==> src/rtl/netlist_bist_if.sv <==
// netlist_bist_if: BIST <-> netlist/testbench bundle.
// master = BIST harness side, slave = netlist/environment side.
interface netlist_bist_if #(
  parameter int PAT_W = 16,
  parameter int RSP_W = 16
);
  logic             start_i;
  logic [PAT_W-1:0] pattern_o;
  logic             pattern_vld_o;
  logic [RSP_W-1:0] response_i;
  logic             busy_o;
  logic             done_o;
  logic [15:0]      signature_o;
  logic             pass_o;

  modport master (
    input  start_i, response_i,
    output pattern_o, pattern_vld_o, busy_o, done_o, signature_o, pass_o
  );

  modport slave (
    output start_i, response_i,
    input  pattern_o, pattern_vld_o, busy_o, done_o, signature_o, pass_o
  );
endinterface

==> src/rtl/netlist_bist.sv <==
// netlist_bist: LFSR pattern source + MISR response compactor for
// gate-level netlist self-test. Optional golden compare is enabled with
// `NETLIST_BIST_COMPARE_EN; without it pass_o is tied low.
module netlist_bist #(
  parameter int          PAT_W   = 16,
  parameter int          RSP_W   = 16,
  parameter int          NUM_PAT = 256,
  parameter int          DUT_LAT = 0,
  parameter logic [15:0] SEED    = 16'h0001,
  parameter logic [15:0] GOLDEN  = 16'h0000
) (
  input  logic          CK,
  input  logic          RN,
  netlist_bist_if.master bus
);

  localparam logic [1:0] S_IDLE  = 2'd0;
  localparam logic [1:0] S_RUN   = 2'd1;
  localparam logic [1:0] S_FLUSH = 2'd2;
  localparam logic [1:0] S_DONE  = 2'd3;

  // An all-zero LFSR would lock up, so a zero seed is promoted to 1.
  localparam logic [15:0] SEED_EFF  = (SEED == 16'h0000) ? 16'h0001 : SEED;
  // Counter runs through RUN and FLUSH without reset in between, so FLUSH
  // ends at an absolute count; 17 bits covers NUM_PAT + DUT_LAT.
  localparam logic [16:0] RUN_END   = 17'(NUM_PAT - 1);
  localparam logic [16:0] FLUSH_END = 17'(NUM_PAT + DUT_LAT - 1);

  logic [1:0]  r_state;
  logic [15:0] r_lfsr;
  logic [15:0] r_misr;
  logic [16:0] r_cnt;
  logic        r_vld;

  logic        w_start;
  logic        w_cap_vld;
  logic        w_fb;
  logic [15:0] w_rsp;
  logic [15:0] w_misr_nxt;

  assign w_start    = bus.start_i && ((r_state == S_IDLE) || (r_state == S_DONE));
  assign w_fb       = r_lfsr[15] ^ r_lfsr[13] ^ r_lfsr[12] ^ r_lfsr[10];
  assign w_rsp      = 16'(bus.response_i);
  assign w_misr_nxt = {r_misr[14:0], 1'b0} ^ (r_misr[15] ? 16'h6801 : 16'h0000) ^ w_rsp;

  // Sequencer: pattern generation, counting and state transitions.
  always_ff @(posedge CK or negedge RN) begin
    if (!RN) begin
      r_state <= S_IDLE;
      r_lfsr  <= SEED_EFF;
      r_cnt   <= '0;
      r_vld   <= 1'b0;
    end else if (w_start) begin
      r_state <= S_RUN;
      r_lfsr  <= SEED_EFF;
      r_cnt   <= '0;
      r_vld   <= 1'b1;
    end else begin
      case (r_state)
        S_RUN: begin
          r_lfsr <= {r_lfsr[14:0], w_fb};
          r_cnt  <= r_cnt + 17'd1;
          if (r_cnt == RUN_END) begin
            r_vld   <= 1'b0;
            r_state <= (DUT_LAT > 0) ? S_FLUSH : S_DONE;
          end
        end
        S_FLUSH: begin
          r_cnt <= r_cnt + 17'd1;
          if (r_cnt == FLUSH_END) r_state <= S_DONE;
        end
        default: ;
      endcase
    end
  end

  // Capture qualifier: pattern valid delayed by the netlist latency.
  generate
    if (DUT_LAT == 0) begin : g_nodly
      assign w_cap_vld = r_vld;
    end else begin : g_dly
      logic [DUT_LAT-1:0] r_dly;
      // Shift the valid bit along the latency line.
      always_ff @(posedge CK or negedge RN) begin
        if (!RN) begin
          r_dly <= '0;
        end else if (w_start) begin
          r_dly <= '0;
        end else begin
          r_dly[0] <= r_vld;
          for (int i = 1; i < DUT_LAT; i++) r_dly[i] <= r_dly[i-1];
        end
      end
      assign w_cap_vld = r_dly[DUT_LAT-1];
    end
  endgenerate

  // Signature compaction, cleared at the start of every run.
  always_ff @(posedge CK or negedge RN) begin
    if (!RN)            r_misr <= '0;
    else if (w_start)   r_misr <= '0;
    else if (w_cap_vld) r_misr <= w_misr_nxt;
  end

`ifdef NETLIST_BIST_COMPARE_EN
  logic        r_pass;
  logic        w_enter_done;
  logic [15:0] w_misr_final;

  // The last capture lands on the same edge that enters DONE, so compare
  // against the post-capture value rather than the current register.
  assign w_enter_done = ((r_state == S_RUN) && (r_cnt == RUN_END) && (DUT_LAT == 0)) ||
                        ((r_state == S_FLUSH) && (r_cnt == FLUSH_END));
  assign w_misr_final = w_cap_vld ? w_misr_nxt : r_misr;

  // Golden compare result, latched on DONE entry and cleared on restart.
  always_ff @(posedge CK or negedge RN) begin
    if (!RN)               r_pass <= 1'b0;
    else if (w_start)      r_pass <= 1'b0;
    else if (w_enter_done) r_pass <= (w_misr_final == GOLDEN);
  end
  assign bus.pass_o = r_pass;
`else
  assign bus.pass_o = 1'b0;
`endif

  assign bus.pattern_o     = r_lfsr[PAT_W-1:0];
  assign bus.pattern_vld_o = r_vld;
  assign bus.busy_o        = (r_state == S_RUN) || (r_state == S_FLUSH);
  assign bus.done_o        = (r_state == S_DONE);
  assign bus.signature_o   = r_misr;

endmodule

==> src/flat_wrapper.sv <==
// flat-port wrapper written by rule: the top's interface ports become plain ports
module netlist_bist_flat 
#(
  parameter int          PAT_W   = 16,
  parameter int          RSP_W   = 16,
  parameter int          NUM_PAT = 256,
  parameter int          DUT_LAT = 0,
  parameter logic [15:0] SEED    = 16'h0001,
  parameter logic [15:0] GOLDEN  = 16'h0000
)
  (CK, RN, bus_start_i, bus_response_i, bus_pattern_o, bus_pattern_vld_o, bus_busy_o, bus_done_o, bus_signature_o, bus_pass_o);
  netlist_bist_if #(.PAT_W(PAT_W), .RSP_W(RSP_W)) bus_i ();
  input  logic CK;
  input  logic RN;
  input wire logic [$bits(bus_i.start_i)-1:0] bus_start_i;
  input wire logic [$bits(bus_i.response_i)-1:0] bus_response_i;
  output wire logic [$bits(bus_i.pattern_o)-1:0] bus_pattern_o;
  output wire logic [$bits(bus_i.pattern_vld_o)-1:0] bus_pattern_vld_o;
  output wire logic [$bits(bus_i.busy_o)-1:0] bus_busy_o;
  output wire logic [$bits(bus_i.done_o)-1:0] bus_done_o;
  output wire logic [$bits(bus_i.signature_o)-1:0] bus_signature_o;
  output wire logic [$bits(bus_i.pass_o)-1:0] bus_pass_o;
  assign bus_i.start_i = bus_start_i;
  assign bus_i.response_i = bus_response_i;
  assign bus_pattern_o = bus_i.pattern_o;
  assign bus_pattern_vld_o = bus_i.pattern_vld_o;
  assign bus_busy_o = bus_i.busy_o;
  assign bus_done_o = bus_i.done_o;
  assign bus_signature_o = bus_i.signature_o;
  assign bus_pass_o = bus_i.pass_o;
  netlist_bist #(.PAT_W(PAT_W), .RSP_W(RSP_W), .NUM_PAT(NUM_PAT), .DUT_LAT(DUT_LAT), .SEED(SEED), .GOLDEN(GOLDEN)) u_core (.CK(CK), .RN(RN), .bus(bus_i));
endmodule
==> config.mk <==
export PLATFORM = sky130hd
export DESIGN_NAME = netlist_bist_flat
export DESIGN_NICKNAME = d
export VERILOG_FILES = /design/src/rtl/netlist_bist_if.sv /design/src/rtl/netlist_bist.sv /design/src/flat_wrapper.sv
export SDC_FILE = /design/constraint.sdc
export NUM_CORES = 1
export LEC_CHECK = 0
export BUFFER_PORTS_ARGS = -buffer_cell sky130_fd_sc_hd__buf_2
export CAP_MARGIN = 20
export CORE_MARGIN = 4
export CORE_UTILIZATION = 25
export DETAILED_ROUTE_END_ITERATION = 6
export GPL_ROUTABILITY_DRIVEN = 1
export PLACE_DENSITY_LB_ADDON = 0.08
export SLEW_MARGIN = 20
export SYNTH_ARGS = -nofsm -noshare
export SYNTH_HDL_FRONTEND = slang
export SYNTH_SLANG_ARGS = --single-unit
==> constraint.sdc <==
create_clock -name CK -period 5.19 [get_ports CK]
set_input_delay 0.7785 -clock CK [delete_from_list [all_inputs] [get_ports CK]]
set_output_delay 0.7785 -clock CK [all_outputs]
set_load 0.01 [all_outputs]
==> summary.md, run 1 <==
| Metric | Value |
|---|---|
| Total global-route track usage | 0.102 |
| Max Cap Viol | 0 |
| Wire per inst | 13.7 um |
| Yosys reg bits | 52 |
| Worst-Margin Slew | 0.999 ns |
| CP required | 4.41 ns |
| Startpoint types | register |
| CTS H-tree lvls | 2 |
| Fmax | 444 MHz |
| Routability cong. | 0.684 |
| Post-synth EDFFs | 0 |
| First-pass GRT wire length | 9.34 mm |
| P_leak | 1.42 nW |
| Die Y | 107 um |
| Yosys warns | 0 |
| CP top delay family | adder cells |
| Antenna violations before repair | 0 |
| Critical Setup Path Class | register to output pin |
| Full die area | 11500 sq um |
| Yosys cell types | 32 |
| Final setup vio count | 0 |
| ANT nets after route | 0 |
| Unrepaired setup endpoints after global routing | false |
| Worst rel slew slack | 0.334 |
| Port bufs | 53 |
| Starting density of the core | 0.262 |
| WP buf/inv | 3 |
| Grt ovf | 0 |
| Hold Fails Final Rpt | 0 |
| Most common cell in the netlist | dfrtp_1 |
| DRC Markers | 0 |
| Syn Area/Cell | 10.7 sq um |
| Max IR drop VDD | 0.144 mV |
| Hold Crit Class | register to register |
| Synthesis-to-layout area growth | 19.7% |
| CP max stage delay | 0.45 ns |
| Async S/R FF share, synth | 1.00 |
| Top cell type's share of synthesized area | 0.521 |
| Post-CTS Resized | 0 |
| Layout Skew | 0.0168 ns |
| Slowest CP cell | ha_1 |
| Synthesized cell area | 2450 sq um |
| Status | finished clean |
| Postcts setup bufs | 0 |
| Pwr Density | 496 nW/um^2 |
| Clock Path Buffers | 2 |
| Slew Viols, Final | 0 |
| I/O pins | 55 |
| Clock insertion delay at the later pin of the skew report | 0.31 ns |
| Period utilisation layout | 0.434 |
| Final #Nets | 300 |
| Die span in x | 107 um |
| Vias | 1784 |
| DP Wirelength | 3.79 mm |
| Syn_nets | 251 |
| Largest net degree at the start of global routing | 53 |
| DRT iter0 DRCs | 55 |
| Worst-path clk slew | 0.09 ns |
| Yosys top cell by area | dfrtp_1 |
| Largest cells by area after synthesis | dfrtp_1, mux2i_1, xnor2_1, nor2_1, a211oi_1 |
| Minimum clock period | 2.25 ns |
| Finished Layout Cells | 408 |
| Setup tns final | 0 ns |
| Cts hold-fix bufs | 0 |
| Top post-synthesis cells by count | dfrtp_1, nor2_1, mux2i_1, xnor2_1, nand2_1 |
| FF-to-FF setup slack | 3.18 ns |
| Crit path DAT | 1.47 ns |
| Ys flop type | dfrtp_1 |
| Sequential share of the synthesized area | 0.531 |
| Number of global-route vias before repair | 1789 |
| # fillers | 1035 |
| Cells after Synth | 229 |
| Root buffer cell | clkbuf_8 |
| Layout cell share with drive strength beyond 1 | 0.247 |
| Routed vias/inst | 4.37 |
| Antenna diodes | 0 |
| DR pass1 iterations | 4 |
| Worst path most repeated cell | inv_1 |
| CP cell instances | inv_1 -> ha_1 -> inv_1 -> buf_2 |
| CTS tree | yes |
| Routed WL | 5.59 mm |
| Num rows | 35 |
| CTS Buf Count | 5 |
| Worst-path fanout max | 11 |
| Core footprint | 9370 sq um |
| Clock sink count | 52 |
| Critical Path Sink Type | output pin |
| Placed Cells | 400 |
[registers in the layout (all words and copies together) (netlist names)]
signal                    count
u_core.bus.pattern_vld_o      1
u_core.r_cnt                 17
u_core.bus.pattern_o         16
u_core.r_state                2
u_core.bus.signature_o       16
[kinds of logic after synthesis]
logic type                 after synthesis  share of synthesized area
DFF                                     52                      0.531
muxes                                   24                     0.0980
xor gates and xnor gates                22                     0.0786
buffers and inverters                   18                     0.0311
other                                    1                    0.00153
AOI/OAI and AO/OA                       36                      0.110
adders and majority gates                3                     0.0153
and+or+nand+nor                         73                      0.134
[cell usage in the layout, fill, tap and decap left out, types with 2 or more instances in the layout]
master,Yosys,final
buf_2,4,53
dfrtp_1,51,51
nor2_1,36,36
mux2i_1,24,24
xnor2_1,21,21
nand2_1,15,15
a211oi_1,13,13
nand3_1,9,9
o21ai_0,8,8
clkbuf_8,0,6
nand4_1,5,5
o31ai_1,5,5
inv_1,4,4
o211ai_1,3,3
ha_1,3,3
buf_4,1,3
nor3_1,2,2
o211ai_2,2,2
o31ai_2,2,2
[where the power goes]
| group | internal, mW | switching, mW | total, mW |
|---|---|---|---|
| logic | 0.262 | 0.253 | 0.515 |
| registers | 0.552 | 0.144 | 0.696 |
| clock network | 0.110 | 0.136 | 0.245 |
[layout make-up]
type                    count  area (sq um)  area share
flip-flops and latches     52          1300       0.444
multi-input cells         159          1070       0.365
repair buffers             56           288      0.0981
well taps                 129           161      0.0550
clock buffers               7          86.3      0.0294
inverters                   4          15.0     0.00512
clock inverters             1          8.76     0.00299
[through the flow]
stage | power (mW) | worst slack, ns | utilization | area, sq um | hold WS, ns
after global placement | 1.23 | 3.21 | 0.303 | 2840 | 0.475
after detailed placement | 1.23 | 3.19 | 0.303 | 2840 | 0.484
final | 1.46 | 2.94 | 0.313 | 2930 | 0.493
after floorplan | 1.01 | 3.39 | - | 2450 | 0.449
after CTS | 1.49 | 2.91 | 0.313 | 2930 | 0.496
after global routing | 1.58 | 2.81 | 0.313 | 2930 | 0.498
[final timing paths]
| kind | from | cells past startpoint | endpoint |
|---|---|---|---|
| setup / recovery | u_core.r_state[1] | 4 | bus_busy_o |
| hold / removal | u_core.r_cnt[16] | 1 | u_core.r_cnt[16] |
| setup reg to reg | u_core.r_state[0] | 5 | u_core.r_cnt[16] |
| hold reg to reg | u_core.r_cnt[16] | 1 | u_core.r_cnt[16] |
| max in group asynchronous | RN | 2 | u_core.r_cnt[16] |
| min in group asynchronous | RN | 2 | u_core.bus.pattern_o[8] |
[metal layers]
| layer | track usage | vias to the layer above | wire length [um] |
|---|---|---|---|
| met2 | 0.158 | 32 | 2500 |
| met4 | 0.0274 | 0 | 54 |
| met5 | 0 | - | 0 |
| met1 | 0.143 | 853 | 2800 |
| met3 | 0.0217 | 4 | 231 |
| li1 | - | 895 | - |
[worst register-to-register path, delay by kind of cell (launching register included)]
kind                     cells  cell delay, ns
AND/OR/NAND/NOR              3            0.89
adder cells (fa/ha/maj)      1            0.43
flip-flops                   1            0.41
multiplexers                 1            0.20
Power figures use the tool's default switching activity.
==> inputs of run 2 (changes only) <==
- clock period: 5.19 -> 1.9 ns (I/O delays scaled with it)
==> summary.md, run 2 (synthesis gave the netlist of run 1 again) <==
| Metric | Value |
|---|---|
| Grt ovf | 0 |
| CP required | 1.62 ns |
| Clock Path Buffers | 2 |
| Worst R2R Path Depth | 4 |
| Vias | 1781 |
| Reg-to-reg startpoint | u_core.r_state[0] |
| Most common cell after layout, fill and taps aside | buf_2 |
| Hold Crit Class | input pin to register |
| Total internal power | 2.54 mW |
| Grt met2 use | 0.160 |
| Hold Fails Final Rpt | 0 |
| Met1 usage | 0.135 |
| I/O pins | 55 |
| Hold-critical path depth | 2 |
| GR Util met3 | 0.0247 |
| Placed Cells | 404 |
| Crit Reg-Reg Endpoint | u_core.r_cnt[11] |
| Worst-path clk slew | 0.09 ns |
| DRC Markers | 0 |
| Finished Layout Cells | 413 |
| Antenna diodes | 0 |
| Max Cap Viol | 0 |
| Starting density of the core | 0.262 |
| DRT iter0 DRCs | 56 |
| Num rows | 35 |
| Startpoint types | register |
| Antenna violations before repair | 0 |
| Number of global-route vias before repair | 1825 |
| Critical Setup Path Class | register to output pin |
| Final WS setup | 0.124 ns |
| ANT nets after route | 0 |
| Crit path DAT | 1.49 ns |
| Final setup vio count | 0 |
| CTS Buf Count | 5 |
| Max reg flops | 17 |
| Hold_sp | bus_start_i |
| Setup tns final | 0 ns |
| DR pass1 iterations | 4 |
| Status | finished clean |
| P_sw | 1.45 mW |
| Gate power share | 0.357 |
| Clock Power Share | 0.169 |
| Hold Path Sink | u_core.r_cnt[1] |
| Critical Path Sink Type | output pin |
| CTS tree | yes |
| Layout Skew | 0.00862 ns |
| Core footprint | 9370 sq um |
| DP Worst Slack | 0.0688 ns |
| First-pass GRT wire length | 9.18 mm |
| Hold_ws | 0.207 ns |
| Fmax | 563 MHz |
| Die Y | 107 um |
| Gr busiest metal | met2 |
| Final Util | 0.322 |
| Routed vias/inst | 4.31 |
| Minimum clock period | 1.78 ns |
| Reg power frac | 0.475 |
| Final #Nets | 305 |
| Biggest register | u_core.r_cnt |
| Routed WL | 5.44 mm |
| Wire per inst | 13.2 um |
| Synthesis-to-layout area growth | 23.0% |
| Routability cong. | 0.704 |
| Switching share of power | 0.363 |
| Die span in x | 107 um |
| CTS H-tree lvls | 2 |
| Clock sink count | 52 |
| Pwr Density | 1320 nW/um^2 |
| FF-to-FF setup slack | 0.17 ns |
| Period utilisation layout | 0.935 |
| Port bufs | 53 |
| Layout cell share with drive strength beyond 1 | 0.271 |
| Largest net degree at the start of global routing | 35 |
| Worst-path fanout max | 8 |
| DP Wirelength | 3.75 mm |
| # fillers | 1003 |
| Full die area | 11500 sq um |
| P_leak | 1.45 nW |
| Root buffer cell | clkbuf_8 |
| Unrepaired setup endpoints after global routing | false |
| Slew Viols, Final | 0 |
| Clock insertion delay at the later pin of the skew report | 0.30 ns |
| Leading cell types in the layout, fill and taps excluded | buf_2, dfrtp_1, nor2_1 |
| Total global-route track usage | 0.0996 |
| Max IR drop VDD | 0.378 mV |
## run 2: worst max-delay path by stage
stage,cells after the start,start,end,slack [ns]
final,4,u_core.r_state[0],bus_busy_o,0.12
after global placement,4,u_core.r_state[0],u_core.r_cnt[11],0.1
after detailed placement,4,u_core.r_state[0],u_core.r_cnt[11],0.07
after global routing,4,u_core.r_state[0],bus_busy_o,0.003
after CTS,5,u_core.r_state[0],u_core.r_cnt[16],0.05
after floorplan,6,u_core.r_state[0],u_core.r_cnt[16],0.10
## run 2: power by group through the flow
| stage | combinational (mW) | clock (mW) | sequential (mW) |
|---|---|---|---|
| 3_3_place_gp | 1.44 | 0 | 1.93 |
| 4_1_cts | 1.45 | 0.719 | 1.90 |
| 2_1_floorplan | 0.763 | 0 | 2.01 |
| 3_5_place_dp | 1.43 | 0 | 1.93 |
| 6_report | 1.42 | 0.672 | 1.89 |
| 5_1_grt | 1.59 | 0.759 | 1.97 |
## run 2: area by class of cell
cell class | instances | area, sq um | share of cell area
Clock buffer | 6 | 82.6 | 0.0274
Clock inverter | 2 | 13.8 | 0.00457
Inverter | 4 | 15.0 | 0.00498
Multi-Input combinational cell | 159 | 1090 | 0.360
Sequential cell | 52 | 1300 | 0.432
Tap cell | 129 | 161 | 0.0535
Timing Repair Buffer | 61 | 353 | 0.117
## run 2: worst max-delay path, stage by stage (launching register included)
cell     delay, ns
dfrtp_1       0.41
ha_1          0.35
buf_4         0.18
inv_1         0.10
buf_2         0.14
## run 2: per-layer routing
| layer | vias up | wire length (um) |
|---|---|---|
| li1 | 905 | - |
| met1 | 838 | 2680 |
| met2 | 34 | 2460 |
| met3 | 4 | 255 |
| met4 | 0 | 41 |
| met5 | - | 0 |
## run 2: per-stage QoR
stage | power (mW) | area (sq um)
6_report | 3.98 | 3010
5_1_grt | 4.32 | 3010
4_1_cts | 4.07 | 3000
3_5_place_dp | 3.36 | 2890
3_3_place_gp | 3.36 | 2890
2_1_floorplan | 2.77 | 2450
## run 2: what timing repair did
action | in CTS | in global routing
resized for setup | 0 | 3
endpoints found under the hold margin | 18 | 0
hold buffers | 1 | 0
setup buffers | 0 | 0
endpoints found under the setup margin | 0 | 6
